$ cat config.mk
export PLATFORM = sky130hd
export DESIGN_NAME = fetch_unit_flat
export DESIGN_NICKNAME = d
export VERILOG_FILES = /design/src/rtl/control_pkg.sv /design/src/rtl/fetch_unit_if.sv /design/src/rtl/fetch_fifo.sv /design/src/rtl/fetch_unit.sv /design/src/flat_wrapper.sv
export SDC_FILE = /design/constraint.sdc
export NUM_CORES = 1
export LEC_CHECK = 0
export ABC_AREA = 1
export ABC_CLOCK_PERIOD_IN_PS = 5220
export BUFFER_PORTS_ARGS = -buffer_cell sky130_fd_sc_hd__buf_2
export CAP_MARGIN = 20
export CELL_PAD_IN_SITES_DETAIL_PLACEMENT = 1
export CELL_PAD_IN_SITES_GLOBAL_PLACEMENT = 1
export CORE_MARGIN = 2
export CORE_UTILIZATION = 44
export CTS_CLUSTER_DIAMETER = 40
export DETAILED_ROUTE_END_ITERATION = 8
export PLACE_DENSITY_LB_ADDON = 0.08
export SLEW_MARGIN = 20
export SYNTH_ARGS = -nofsm -noshare
export SYNTH_HDL_FRONTEND = slang
export SYNTH_SLANG_ARGS = --single-unit
$ cat constraint.sdc
create_clock -name clk -period 5.22 [get_ports clk]
set_input_delay 0.261 -clock clk [delete_from_list [all_inputs] [get_ports clk]]
set_output_delay 0.261 -clock clk [all_outputs]
set_load 0.05 [all_outputs]
$ cat src/rtl/control_pkg.sv
// Shared control-path types and constants for the front end.
// The fetch stage uses the NOP encoding and the {pc, instr} buffer entry.
package control_pkg;

    localparam logic [31:0] INSTR_NOP = 32'h0000_0013;

    typedef struct packed {
        logic [31:0] pc;
        logic [31:0] instr;
    } fetch_entry_t;

    function automatic logic [31:0] word_align(input logic [31:0] addr);
        return addr & ~32'h0000_0003;
    endfunction

endpackage

$ cat src/rtl/fetch_unit_if.sv
// Instruction-memory channel: valid/ready request, in-order unbackpressured response.
interface fetch_unit_if;
    import control_pkg::*;

    logic        imem_req_valid;
    logic        imem_req_ready;
    logic [31:0] imem_req_addr;
    logic        imem_rsp_valid;
    logic [31:0] imem_rsp_data;

    modport master (
        output imem_req_valid,
        output imem_req_addr,
        input  imem_req_ready,
        input  imem_rsp_valid,
        input  imem_rsp_data
    );

    modport slave (
        input  imem_req_valid,
        input  imem_req_addr,
        output imem_req_ready,
        output imem_rsp_valid,
        output imem_rsp_data
    );

endinterface

$ cat src/rtl/fetch_fifo.sv
// Two-entry synchronous FIFO; push and pop may coincide, clear empties it next edge.
module fetch_fifo
    import control_pkg::*;
#(
    parameter int WIDTH = 32
) (
    input  logic             clk,
    input  logic             rst,
    input  logic             push,
    input  logic             pop,
    input  logic             clear,
    input  logic [WIDTH-1:0] push_data,
    output logic [WIDTH-1:0] head,
    output logic [1:0]       count,
    output logic             empty
);

    logic [WIDTH-1:0] mem_q [2];
    logic [WIDTH-1:0] mem_d [2];
    logic             rd_ptr_q, rd_ptr_d;
    logic             wr_ptr_q, wr_ptr_d;
    logic [1:0]       count_q, count_d;

    always_comb begin
        mem_d    = mem_q;
        rd_ptr_d = rd_ptr_q;
        wr_ptr_d = wr_ptr_q;
        count_d  = count_q;
        if (clear) begin
            rd_ptr_d = 1'b0;
            wr_ptr_d = 1'b0;
            count_d  = 2'd0;
        end else begin
            if (push) begin
                mem_d[wr_ptr_q] = push_data;
                wr_ptr_d        = ~wr_ptr_q;
            end
            if (pop) begin
                rd_ptr_d = ~rd_ptr_q;
            end
            count_d = count_q + 2'(push) - 2'(pop);
        end
    end

    // Storage is not reset; only pointers and occupancy are.
    always_ff @(posedge clk) begin
        mem_q <= mem_d;
        if (rst) begin
            rd_ptr_q <= 1'b0;
            wr_ptr_q <= 1'b0;
            count_q  <= 2'd0;
        end else begin
            rd_ptr_q <= rd_ptr_d;
            wr_ptr_q <= wr_ptr_d;
            count_q  <= count_d;
        end
    end

    assign head  = mem_q[rd_ptr_q];
    assign count = count_q;
    assign empty = (count_q == 2'd0);

endmodule

$ cat src/rtl/fetch_unit.sv
// Instruction fetch: PC ownership, credit-limited imem requests, response buffering,
// redirect squashing and the IF/ID register feeding decode.
module fetch_unit
    import control_pkg::*;
#(
    parameter logic [31:0] RESET_PC        = 32'h0000_0000,
    parameter int unsigned MAX_OUTSTANDING = 2
) (
    input  logic               clk,
    input  logic               rst,
    fetch_unit_if.master       imem,
    input  logic               redirect_valid,
    input  logic [31:0]        redirect_pc,
    input  logic               id_stall,
    output logic               if_id_valid,
    output logic [31:0]        if_id_instr,
    output logic [31:0]        if_id_pc,
    output logic [31:0]        if_id_pc4
);

    localparam logic [2:0] CREDITS = 3'(MAX_OUTSTANDING);

    logic [31:0]  pc_q, pc_d;
    logic [1:0]   drop_cnt_q, drop_cnt_d;
    logic         if_id_valid_q, if_id_valid_d;
    logic [31:0]  if_id_instr_q, if_id_instr_d;
    logic [31:0]  if_id_pc_q, if_id_pc_d;
    logic [31:0]  if_id_pc4_q, if_id_pc4_d;

    logic [31:0]  pcq_head;
    logic [1:0]   inflight;
    logic         pcq_empty;
    logic [63:0]  ibuf_head_raw;
    fetch_entry_t ibuf_head;
    fetch_entry_t live;
    logic [1:0]   ibuf_count;
    logic         ibuf_empty;
    logic [2:0]   occupancy;
    logic         req_valid, req_fire, rsp_fire, dropping, deliver;
    logic         ibuf_push, ibuf_pop;

    // Every accepted request has exactly one pcq entry until its response returns.
    fetch_fifo #(.WIDTH(32)) u_pcq (
        .clk(clk), .rst(rst),
        .push(req_fire), .pop(rsp_fire), .clear(1'b0),
        .push_data(pc_q), .head(pcq_head),
        .count(inflight), .empty(pcq_empty)
    );

    fetch_fifo #(.WIDTH(64)) u_ibuf (
        .clk(clk), .rst(rst),
        .push(ibuf_push), .pop(ibuf_pop), .clear(redirect_valid),
        .push_data(live), .head(ibuf_head_raw),
        .count(ibuf_count), .empty(ibuf_empty)
    );

    assign ibuf_head = ibuf_head_raw;
    assign live      = '{pc: pcq_head, instr: imem.imem_rsp_data};

    always_comb begin
        occupancy = {1'b0, inflight} + {1'b0, ibuf_count};
        req_valid = !rst && !redirect_valid && (occupancy < CREDITS);
        req_fire  = req_valid && imem.imem_req_ready;
        rsp_fire  = imem.imem_rsp_valid && !pcq_empty;
        dropping  = (drop_cnt_q != 2'd0);
        deliver   = rsp_fire && !dropping && !redirect_valid;
        ibuf_pop  = !redirect_valid && !id_stall && !ibuf_empty;
        ibuf_push = deliver && (id_stall || !ibuf_empty);
    end

    always_comb begin
        pc_d       = pc_q;
        drop_cnt_d = drop_cnt_q;
        if (redirect_valid) begin
            pc_d       = word_align(redirect_pc);
            // The response arriving now is squashed here, the rest by drop_cnt.
            drop_cnt_d = inflight - 2'(rsp_fire);
        end else begin
            if (req_fire) begin
                pc_d = pc_q + 32'd4;
            end
            if (rsp_fire && dropping) begin
                drop_cnt_d = drop_cnt_q - 2'd1;
            end
        end
    end

    always_comb begin
        if_id_valid_d = if_id_valid_q;
        if_id_instr_d = if_id_instr_q;
        if_id_pc_d    = if_id_pc_q;
        if_id_pc4_d   = if_id_pc4_q;
        if (redirect_valid || (!id_stall && ibuf_empty && !deliver)) begin
            if_id_valid_d = 1'b0;
            if_id_instr_d = INSTR_NOP;
        end else if (!id_stall) begin
            if_id_valid_d = 1'b1;
            if_id_instr_d = ibuf_empty ? live.instr : ibuf_head.instr;
            if_id_pc_d    = ibuf_empty ? live.pc    : ibuf_head.pc;
            if_id_pc4_d   = if_id_pc_d + 32'd4;
        end
    end

    always_ff @(posedge clk) begin
        if (rst) begin
            pc_q          <= RESET_PC;
            drop_cnt_q    <= 2'd0;
            if_id_valid_q <= 1'b0;
            if_id_instr_q <= INSTR_NOP;
            if_id_pc_q    <= 32'h0000_0000;
            if_id_pc4_q   <= 32'h0000_0004;
        end else begin
            pc_q          <= pc_d;
            drop_cnt_q    <= drop_cnt_d;
            if_id_valid_q <= if_id_valid_d;
            if_id_instr_q <= if_id_instr_d;
            if_id_pc_q    <= if_id_pc_d;
            if_id_pc4_q   <= if_id_pc4_d;
        end
    end

    assign imem.imem_req_valid = req_valid;
    assign imem.imem_req_addr  = pc_q;
    assign if_id_valid         = if_id_valid_q;
    assign if_id_instr         = if_id_instr_q;
    assign if_id_pc            = if_id_pc_q;
    assign if_id_pc4           = if_id_pc4_q;

endmodule

$ cat src/flat_wrapper.sv
// flat-port wrapper written by rule: the top's interface ports become plain ports
module fetch_unit_flat import control_pkg::*;
#(
    parameter logic [31:0] RESET_PC        = 32'h0000_0000,
    parameter int unsigned MAX_OUTSTANDING = 2
)
  (clk, rst, redirect_valid, redirect_pc, id_stall, if_id_valid, if_id_instr, if_id_pc, if_id_pc4, imem_imem_req_valid, imem_imem_req_addr, imem_imem_req_ready, imem_imem_rsp_valid, imem_imem_rsp_data);
  fetch_unit_if imem_i ();
  input  logic clk;
  input  logic rst;
  input  logic redirect_valid;
  input  logic [31:0] redirect_pc;
  input  logic id_stall;
  output logic if_id_valid;
  output logic [31:0] if_id_instr;
  output logic [31:0] if_id_pc;
  output logic [31:0] if_id_pc4;
  output wire logic [$bits(imem_i.imem_req_valid)-1:0] imem_imem_req_valid;
  output wire logic [$bits(imem_i.imem_req_addr)-1:0] imem_imem_req_addr;
  input wire logic [$bits(imem_i.imem_req_ready)-1:0] imem_imem_req_ready;
  input wire logic [$bits(imem_i.imem_rsp_valid)-1:0] imem_imem_rsp_valid;
  input wire logic [$bits(imem_i.imem_rsp_data)-1:0] imem_imem_rsp_data;
  assign imem_imem_req_valid = imem_i.imem_req_valid;
  assign imem_imem_req_addr = imem_i.imem_req_addr;
  assign imem_i.imem_req_ready = imem_imem_req_ready;
  assign imem_i.imem_rsp_valid = imem_imem_rsp_valid;
  assign imem_i.imem_rsp_data = imem_imem_rsp_data;
  fetch_unit #(.RESET_PC(RESET_PC), .MAX_OUTSTANDING(MAX_OUTSTANDING)) u_core (.clk(clk), .rst(rst), .imem(imem_i), .redirect_valid(redirect_valid), .redirect_pc(redirect_pc), .id_stall(id_stall), .if_id_valid(if_id_valid), .if_id_instr(if_id_instr), .if_id_pc(if_id_pc), .if_id_pc4(if_id_pc4));
endmodule
# Word level (Yosys, flattened, before mapping)

Index checks and enable logic that the tools add are counted.

Bits in registers: 331
Latch bits: 0
Memory bits (writable): 0
ROM bits: 0
Input port bits: 70
Memories kept: 0

Add/sub/neg operators: 9
Multipliers: 0
Div/mod/pow operators: 0
Magnitude comparators: 7
Eq/ne operators: 0
Shift-type cells: 0
Multiplexer cells: 18
Bitwise logic cells: 11
Reductions and logical operators: 32

Operators by type and width:

| kind                  | count |
|---|---|
| $mux 32               | 8 |
| $mux 64               | 4 |
| $bwmux 128            | 1 |
| $add 32x3->32 const B | 2 |
| $bwmux 64             | 1 |
| $demux 64 s1          | 1 |
| $demux 32 s1          | 1 |
| $logic_and 1x1->1     | 14 |
| $ge 2x2->1 const B    | 4 |
| $not 1->2             | 4 |
| $logic_not 1->1       | 7 |
| $not 1->1             | 7 |
| $reduce_bool 2->1     | 3 |
| $sub 2x1->2           | 3 |
| $add 2x1->2           | 2 |
| $logic_not 2->1       | 2 |
| $lt 2x1->1 const B    | 2 |
| $mux 2                | 2 |
| $reduce_and 2->1      | 2 |
| $reduce_or 2->1       | 2 |
| $add 2x2->3           | 1 |
| $lt 3x2->1 const B    | 1 |
| $logic_or 1x1->1      | 2 |
| $sub 2x1->2 const B   | 1 |

# Logic depth before layout (Yosys ltp)

Gate-level depths: netlist of run 1.

Word-level depth: 10
Depth in mapped cells: 17
Mapped depth without buffers: 15

# By module

From an unflattened synthesis of run 1, not the netlist that was laid out.

Cells, all modules: 1461
Area total of the unflattened synthesis: 14677.8 µm²

Modules (own cells, without submodules):

| module                      | instances | cells an instance | area an instance (µm²) | seq. area each (µm²) |
|---|---|---|---|---|
| fetch_unit                  | 1         | 1106              | 6954.2                 | 2542.4 |
| fetch_fifo at u_core.u_ibuf | 1         | 227               | 5051.1                 | 3923.8 |
| fetch_fifo at u_core.u_pcq  | 1         | 128               | 2672.6                 | 2001.9 |

# Worst setup path after synthesis of run 1

No wires, ideal clock.

Path kind: register to register
Start: register u_core.u_pcq.count_q[1] (netlist: u_core.u_pcq.count[1])
End: register u_core.u_ibuf.mem_q[0] (netlist bit), enable pin
Library setup time: 0.484 ns
Data arrival time: 3.557 ns
Data required time: 4.736 ns
Slack: 1.180 ns
Cell stages (with the launch flop): 6
Cells stage by stage: dfxtp_1 o21a_1 nand2_1 nor2_1 nand2_1 nor2_1

Cells in the longest elaborated chain, start to end: 7

RTL lines:

| what                              | RTL line         | source |
|---|---|---|
| start: declaration                | fetch_fifo.sv:22 | `logic [1:0] count_q, count_d;` |
| start signal: assignment          | fetch_fifo.sv:55 | `count_q <= count_d;` |
| $logic_not 2->1                   | fetch_fifo.sv:61 | `assign empty = (count_q == 2'd0);` |
| $logic_not 1->1                   | fetch_unit.sv:64 | `rsp_fire = imem.imem_rsp_valid && !pcq_empty;` |
| $logic_and 1x1->1                 | fetch_unit.sv:64 |  |
| net u_core.rsp_fire               | fetch_unit.sv:39 | `logic req_valid, req_fire, rsp_fire, dropping, deliver;` |
| $logic_and 1x1->1 (2 in series)   | fetch_unit.sv:66 | `deliver = rsp_fire && !dropping && !redirect_valid;` |
| $logic_and 1x1->1                 | fetch_unit.sv:68 | `ibuf_push = deliver && (id_stall \|\| !ibuf_empty);` |
| $reduce_and 2->1 (no source line) | --               |  |
| end signal: assignment            | fetch_fifo.sv:47 | `mem_q <= mem_d;` |
| end: declaration                  | fetch_fifo.sv:18 | `logic [WIDTH-1:0] mem_q [2];` |

The timed path passes the listed nets, and every way through them passes these cells.
A chain may end at the register's enable or synchronous reset.

# Final worst setup path of run 1

Start: register u_core.u_ibuf.count_q[0] (netlist: u_core.u_ibuf.count[0])
End: register u_core.pc_q[21] (netlist: u_core.imem.imem_req_addr[21])

Cells in the longest elaborated chain, start to end: 5

RTL lines:

| what                               | RTL line          | source |
|---|---|---|
| start: declaration                 | fetch_fifo.sv:22  |  |
| start signal: assignment           | fetch_fifo.sv:55  |  |
| $add 2x2->3                        | fetch_unit.sv:61  | `occupancy = {1'b0, inflight} + {1'b0, ibuf_count};` |
| $lt 3x2->1                         | fetch_unit.sv:62  | `req_valid = !rst && !redirect_valid && (occupancy < CREDITS);` |
| $logic_and 1x1->1                  | fetch_unit.sv:62  |  |
| $logic_and 1x1->1                  | fetch_unit.sv:63  | `req_fire = req_valid && imem.imem_req_ready;` |
| $reduce_bool 2->1 (no source line) | --                |  |
| end signal: assignment             | fetch_unit.sv:113 | `pc_q <= pc_d;` |
| end: declaration                   | fetch_unit.sv:23  | `logic [31:0] pc_q, pc_d;` |

Every way passes these cells.

==> results of run 1 <==
state kept, by name (all words and copies together), names as in the netlist:
name / count
u_core.if_id_valid: 1
u_core.u_ibuf.count: 2
u_core.if_id_instr: 32
u_core.u_ibuf.rd_ptr_q: 1
u_core.u_pcq.rd_ptr_q: 1
u_core.u_ibuf.mem_q: 124
u_core.imem.imem_req_addr: 30
u_core.u_ibuf.wr_ptr_q: 1
u_core.if_id_pc: 30
u_core.u_pcq.wr_ptr_q: 1
u_core.u_pcq.mem_q: 60
u_core.drop_cnt_q: 2
u_core.if_id_pc4: 30
u_core.u_pcq.count: 2
cells in the mapped netlist, types with 2 or more instances:
master	number
nor2_2	13
buf_2	18
o21ai_0	66
a31oi_1	43
nand2_2	14
edfxtp_1	184
xor2_1	18
o31ai_1	2
nor3_1	6
a21oi_1	63
or2_2	26
nand2_1	504
and2_1	8
o211ai_1	26
nor2_1	137
a221oi_1	9
inv_1	112
inv_4	2
buf_4	11
buf_6	12
nor3_2	2
dfxtp_1	133
o21ai_1	3
xnor2_1	4
nand3_1	59
clkbuf_1	35
nor2_4	7
ha_1	7
inv_2	4
nand4_1	11
layout make-up:
cell class	instances	area [µm²]	share of cell area
multi-input cells	1043	4940	0.287
well taps	402	503	0.0293
repair buffers	245	1470	0.0853
clock inverters	33	422	0.0245
clock buffers	54	1210	0.0705
inverters	119	454	0.0264
flip-flops and latches	317	8190	0.477
cells by family (layout without fill, tap and decap cells):
kind of cell             after synthesis  in the layout  share of synthesized area
adder cells (fa/ha/maj)                8              8                    0.00769
other                                  1              6                   0.000268
buffers and inverters                197            451                     0.0655
XOR/XNOR                              22             22                     0.0138
flip-flops                           317            317                      0.585
AND/OR/NAND/NOR                      789            789                      0.237
AO/OA/AOI/OAI                        218            218                     0.0905
worst max path at each step:
stage                                 startpoint                                         end
3_5_place_dp                      redirect_valid  u_core.imem.imem_req_addr[21]$_SDFFE_PP0P_
3_3_place_gp                      redirect_valid  u_core.imem.imem_req_addr[21]$_SDFFE_PP0P_
6_report       u_core.u_ibuf.count[0]$_SDFF_PP0_  u_core.imem.imem_req_addr[21]$_SDFFE_PP0P_
4_1_cts        u_core.u_ibuf.count[0]$_SDFF_PP0_  u_core.imem.imem_req_addr[21]$_SDFFE_PP0P_
2_1_floorplan   u_core.u_pcq.count[1]$_SDFF_PP0_            u_core.u_ibuf.mem_q[0]$_DFFE_PP_
5_1_grt         u_core.u_pcq.count[0]$_SDFF_PP0_  u_core.imem.imem_req_addr[21]$_SDFFE_PP0P_
power by group through the flow:
| stage | logic [µW] | registers [µW] | clock network (µW) |
|---|---|---|---|
| final | 1160 | 2900 | 3270 |
| after global routing | 1280 | 2920 | 3420 |
| after CTS | 1180 | 2900 | 3320 |
| after detailed placement | 1140 | 2950 | 0 |
| after global placement | 1100 | 2950 | 0 |
| after floorplan | 625 | 3130 | 0 |
through the flow:
step / utilization / hold slack [ns] / cell area (µm²)
after floorplan: - / 0.360 / 14000
after global placement: 0.482 / 0.434 / 15100
after detailed placement: 0.482 / 0.446 / 15100
after CTS: 0.547 / 0.000681 / 17200
after global routing: 0.547 / 0.0189 / 17200
final: 0.547 / 0.0169 / 17200
tightest hold or removal path, cell delays in order:
cell and delay [ns]:
buf_2 0.09, nand2_1 0.05, a31oi_1 0.08
layer usage:
| layer | share of wire | global-route usage |
|---|---|---|
| met5 | 0 | 0 |
| met4 | 0.018 | 0.0626 |
| met3 | 0.038 | 0.0329 |
| met2 | 0.51 | 0.447 |
| met1 | 0.43 | 0.307 |
==> summary.md, run 1 <==
| Metric | Value |
|---|---|
| Outcome | `finished, final reports clean` |
| Top post-synthesis cells by area | `edfxtp_1 40%, dfxtp_1 19%, nand2_1 14%` |
| Setup Buffers After CTS | `0` |
| Power Density | `427 nW/µm²` |
| Root Driver | `clkbuf_16` |
| 1st-iter DRT viols | `484` |
| Clk pin slew, worst setup/hold paths | `0.05 ns` |
| RSZ-0062 raised after global routing | `no` |
| IO buf count | `191` |
| GP Congestion | `0.828` |
| Number of cells on the critical path | `10` |
| Fin nets | `1851` |
| Final setup margin | `2.05 ns` |
| HP Class | `in -> reg` |
| Final HPWL DP | `26.3 mm` |
| Fmax | `315 MHz` |
| Crit path kind | `reg -> reg` |
| Mapped Area | `14000 µm²` |
| Finish-stage setup viols | `0` |
| Sum Neg Setup Slack | `0 ns` |
| Post-route ant nets | `0` |
| Max-slew violation count | `0` |
| CTS Hold Bufs | `42` |
| Routed vias | `11.5k` |
| Worst path bufs/invs | `2` |
| Worst Path Arrival | `3.58 ns` |
| Hold depth | `3` |
| Int Pwr | `5150 µW` |
| Initial antenna violation count | `0` |
| GRT Util Overall | `0.245` |
| Layout cells sized above 1 | `0.198` |
| WL final | `40.6 mm` |
| Filler cells | `3680` |
| Cells on worst reg2reg path | `10` |
| Ant. Diodes | `0` |
| Worst slack at placement | `1.80 ns` |
| Starting density of the core | `0.446` |
| Post-CTS resize count | `0` |
| Worst hold endpoint | `u_core.imem.imem_req_addr[17]$_SDFFE_PP0P_` |
| Flop2flop setup slack | `2.05 ns` |
| CP max FO | `15` |
| Post-synthesis sequential area ratio | `0.585` |
| Yosys top cell area share | `0.395` |
| Global-route wire length before repair | `64.4 mm` |
| Leakage power | `0.00734 µW` |
| Netlist cell types | `43` |
| Number of core rows | `65` |
| Worst-path cell with the longest stage delay | `nand2_1` |
| Core box area | `31400 µm²` |
| Net switching power of the design | `2180 µW` |
| Critical path, cell by cell | `nand2_1, inv_1, fa_1, nor3_2, nand2_1, nand2_1, inv_1, a22o_1, a21oi_1, nor2_1` |
| Remaining DRCs | `0` |
| Maxcap violations | `0` |
| Most frequent cells in the layout | `503 x nand2_1, 191 x buf_2, 184 x edfxtp_1, 133 x nor2_1, 132 x dfxtp_1` |
| Clk sinks | `317` |
| Syn-to-layout area delta | `22.9%` |
| Worst EP required | `5.62 ns` |
| Most common cell after layout, fill and taps aside | `nand2_1` |
| Detailed-router iteration count before antenna repair | `4` |
| Syn Inst Count | `1552` |
| Number of synthesized flops with an enable pin | `184` |
| FF+latch count, synth | `317` |
| Critical Path End Type | `flip-flop` |
| GRT overflow | `0` |
| Seq pwr share | `0.396` |
| I/O Pins | `200` |
| Vias in the first global route | `12.1k` |
| Total power | `7330 µW` |
| Sw Share | `0.297` |
| Final period utilization | `0.608` |
| Tmin final | `3.17 ns` |
| CP max stage delay | `0.57 ns` |
| WL/cell | `18.3 µm` |
| Die Span X | `182 µm` |
| Slew @ Worst Pin | `0.956 ns` |
| Dpl cells | `2084` |
| CTS tree | `built` |
| Post-synth ARST share | `0` |
| Via density per instance | `5.21` |
| Worst hold start | `redirect_pc[17]` |
| Worst IR drop on VDD | `232 µV` |
| Die ar. | `33200 µm²` |
| RR Endpoint | `u_core.imem.imem_req_addr[21]$_SDFFE_PP0P_` |
| Fin. Hold Viols | `0` |
| H-tree level count | `2` |
| Clk pwr share | `0.445` |
| Die Span Y | `182 µm` |
| Post-route insts no fill | `2213` |
| Gate power share | `0.159` |
| CP startpoint kind | `flip-flop` |
| CTS Buffer Depth | `3` |
| Prevailing post-synth register cell | `edfxtp_1` |
| Final Skew | `0.0227 ns` |
| Synthesized area per cell | `9.01 µm²` |
| Rel. slew slack | `0.361` |
| Most Frequent Cell on Critical Path | `nand2_1` |
| Ys Warns | `0` |
| CTS Buf Count | `47` |
| Largest net degree at the start of global routing | `63` |
| Worst path top cell family by delay | `simple AND/OR/NAND/NOR gates` |
| RR Startpoint | `u_core.u_ibuf.count[0]$_SDFF_PP0_` |
| Yosys top cell by area | `edfxtp_1` |
| Clk Latency, worst-skew pair | `0.55 ns` |
Note: power is estimated with default switching activity, not from simulation.
==> inputs of run 2 (changes only) <==
--- a/config.mk
+++ b/config.mk
@@ -6,13 +6,13 @@
 export NUM_CORES = 1
 export LEC_CHECK = 0
 export ABC_AREA = 1
-export ABC_CLOCK_PERIOD_IN_PS = 5220
+export ABC_CLOCK_PERIOD_IN_PS = 2850
 export BUFFER_PORTS_ARGS = -buffer_cell sky130_fd_sc_hd__buf_2
 export CAP_MARGIN = 20
 export CELL_PAD_IN_SITES_DETAIL_PLACEMENT = 1
 export CELL_PAD_IN_SITES_GLOBAL_PLACEMENT = 1
 export CORE_MARGIN = 2
-export CORE_UTILIZATION = 44
+export CORE_UTILIZATION = 39
 export CTS_CLUSTER_DIAMETER = 40
 export DETAILED_ROUTE_END_ITERATION = 8
 export PLACE_DENSITY_LB_ADDON = 0.08
==> constraint.sdc (replaced) <==
create_clock -name clk -period 2.85 [get_ports clk]
set_input_delay 0.1425 -clock clk [delete_from_list [all_inputs] [get_ports clk]]
set_output_delay 0.1425 -clock clk [all_outputs]
set_load 0.05 [all_outputs]
==> run 2 against run 1 <==
Net effect:
- non-clock buffer count grew 40
- largest cell class unchanged
- clock power rose by 99%
- sequential share of layout area fell by 1.9 points
- wire length is 1.6% higher
- clock skew grew 0.0087 ns
- total power grew 92%
- critical path depth fell by 4
==> summary.md, run 2 (same netlist as run 1, synthesis figures left out) <==
| Metric | Value |
|---|---|
| Outcome | `finished, final reports clean` |
| Via density per instance | `4.94 (-5.1%)` |
| Fin. Hold Viols | `0 (unchanged)` |
| Clk sinks | `317 (unchanged)` |
| Maxcap violations | `0 (unchanged)` |
| CTS Buffer Depth | `3 (unchanged)` |
| Global-route wire length before repair | `66.5 mm (+3.3%)` |
| Initial antenna violation count | `1 (+1)` |
| 1st-iter DRT viols | `485 (+0.21%)` |
| Critical path, cell by cell | `o21a_1, nand2_1, nor2_1, nand2_1, nor2_4, buf_12` |
| Most common cell after layout, fill and taps aside | `nand2_1` |
| CTS Buf Count | `55 (+17%)` |
| Finish-stage setup viols | `0 (unchanged)` |
| Clk pin slew, worst setup/hold paths | `0.05 ns (about the same)` |
| Final HPWL DP | `27.6 mm (+4.7%)` |
| Final period utilization | `0.896 (+0.288)` |
| Slew @ Worst Pin | `0.863 ns (-0.0928 ns)` |
| GRT Util Overall | `0.222 (-0.0228)` |
| Most frequent cells in the layout | `503 x nand2_1, 191 x buf_2, 184 x edfxtp_1, 133 x nor2_1, 132 x dfxtp_1` |
| Most Frequent Cell on Critical Path | `nand2_1` |
| RSZ-0062 raised after global routing | `no` |
| Max FFs per register | `124 (unchanged)` |
| Leakage power | `0.00765 µW (+4.2%)` |
| GRT overflow | `0 (unchanged)` |
| I/O Pins | `200 (unchanged)` |
| Setup Buffers After CTS | `0 (unchanged)` |
| Fin util | `0.505 (-0.0425)` |
| WL/cell | `17.7 µm (-3.5%)` |
| Crit path kind | `reg -> reg` |
| IO buf count | `191 (unchanged)` |
| Detailed-router iteration count before antenna repair | `4 (unchanged)` |
| CTS tree | `built` |
| Post-route ant nets | `0 (unchanged)` |
| Power Density | `784 nW/µm² (+84%)` |
| Number of core rows | `69 (+6.2%)` |
| HP Class | `in -> reg` |
| Core box area | `35500 µm² (+13%)` |
| Worst Setup EP | `u_core.u_ibuf.mem_q[1]$_DFFE_PP_` |
| Fin nets | `1899 (+2.6%)` |
| Cells on worst reg2reg path | `6 (-4)` |
| Routed vias | `11.5k (-0.10%)` |
| Worst-path cell with the longest stage delay | `nor2_4` |
| Clk Latency, worst-skew pair | `0.59 ns (+0.04 ns)` |
| Final instance area | `17900 µm² (+4.3%)` |
| Reg with most FFs | `u_core.u_ibuf.mem_q` |
| Sum Neg Setup Slack | `0 ns (unchanged)` |
| CP startpoint kind | `flip-flop` |
| Critical Path End Type | `flip-flop` |
| RR Endpoint | `u_core.u_ibuf.mem_q[1]$_DFFE_PP_` |
| Worst EP required | `3.10 ns (-2.52 ns)` |
| Die Span X | `193 µm (+6.1%)` |
| Layout cells sized above 1 | `0.207 (+0.00894)` |
| Remaining DRCs | `0 (unchanged)` |
| Critical Path Start | `u_core.u_pcq.count[1]$_SDFF_PP0_` |
| Fmax | `391 MHz (+24%)` |
| RR Startpoint | `u_core.u_pcq.count[1]$_SDFF_PP0_` |
| Max-slew violation count | `0 (unchanged)` |
| Worst Path Arrival | `2.80 ns (-0.78 ns)` |
| Rel. slew slack | `0.423 (+0.0620)` |
| Syn-to-layout area delta | `28.1%` |
| Final Skew | `0.0315 ns (+0.00875 ns)` |
| Tmin final | `2.55 ns (-0.620 ns)` |
| Worst IR drop on VDD | `477 µV (+110%)` |
| Vias in the first global route | `12.2k (+0.97%)` |
| Dpl cell area | `15400 µm² (+1.9%)` |
| Starting density of the core | `0.394 (-0.0514)` |
| GP Congestion | `0.811 (-2.0%)` |
| Die ar. | `37400 µm² (+13%)` |
| Largest net degree at the start of global routing | `55 (-13%)` |
| Root Driver | `clkbuf_16` |
| CP max FO | `39 (+24)` |
| WL final | `41.2 mm (+1.6%)` |
| H-tree level count | `2 (unchanged)` |
| Flop2flop setup slack | `0.30 ns (-1.75 ns)` |
| CP max stage delay | `0.68 ns (+0.11 ns)` |
| Die Span Y | `193 µm (+6.1%)` |
[run 2: worst min-delay path by stage]
stage / cells after the start / to / start
2_1_floorplan: 0 / u_core.u_ibuf.mem_q[0]$_DFFE_PP_ / imem_imem_rsp_data[0]
3_3_place_gp: 1 / u_core.u_ibuf.mem_q[16]$_DFFE_PP_ / imem_imem_rsp_data[16]
3_5_place_dp: 1 / u_core.u_ibuf.mem_q[19]$_DFFE_PP_ / imem_imem_rsp_data[19]
4_1_cts: 5 / u_core.u_ibuf.wr_ptr_q$_SDFFE_PP0P_ / id_stall
5_1_grt: 5 / u_core.u_ibuf.wr_ptr_q$_SDFFE_PP0P_ / id_stall
6_report: 5 / u_core.u_ibuf.wr_ptr_q$_SDFFE_PP0P_ / id_stall
[run 2: layout make-up]
type                       instances  area [µm²]
tap                              461         577
clock inverter                    38         404
sequential                       317        8190
antenna                            1        2.50
inverter                         119         453
timing repair buffer             285        1910
clock buffer                      66        1440
fill                            4061       17600
multi-input combinational       1043        4940
[run 2: stage by stage]
step / hold WS, ns / setup slack [ns] / power [µW] / cells
floorplan: 0.241 / -0.160 / 6880 / 1557
global placement: 0.347 / 0.336 / 7510 / 2159
detailed placement: 0.351 / 0.302 / 7550 / 2159
CTS: 0.0309 / 0.278 / 14200 / 2329
global route: 0.149 / 0.0493 / 14600 / 2330
finish: 0.0610 / 0.295 / 14000 / 2330
[run 2: metal layers]
layer / GRT usage / routed length (µm) / share of wire / up-vias
met2: 0.375 / 19900 / 0.48 / 219
met5: 0 / 0 / 0 / -
li1: - / - / - / 5670
met4: 0.0772 / 1020 / 0.025 / 0
met3: 0.0371 / 1560 / 0.038 / 59
met1: 0.290 / 18700 / 0.46 / 5562
[run 2: critical path, delay by kind of cell, from the launching register on]
kind,cells,cell delay (ns)
buf+inv,1,0.32
simple gates,4,1.18
flops,1,0.42
compound gates,1,0.26
[run 2: timing repair]
action | CTS | global route
gates resized for setup | 0 | 0
endpoints found under the hold margin | 129 | 0
hold buffers | 66 | 0
[run 2: report_power, final]
part | switching [µW] | internal, µW | total, µW
clock network | 2400 | 4110 | 6510
registers | 153 | 5130 | 5290
logic | 1650 | 595 | 2250
total | 4210 | 9840 | 14000
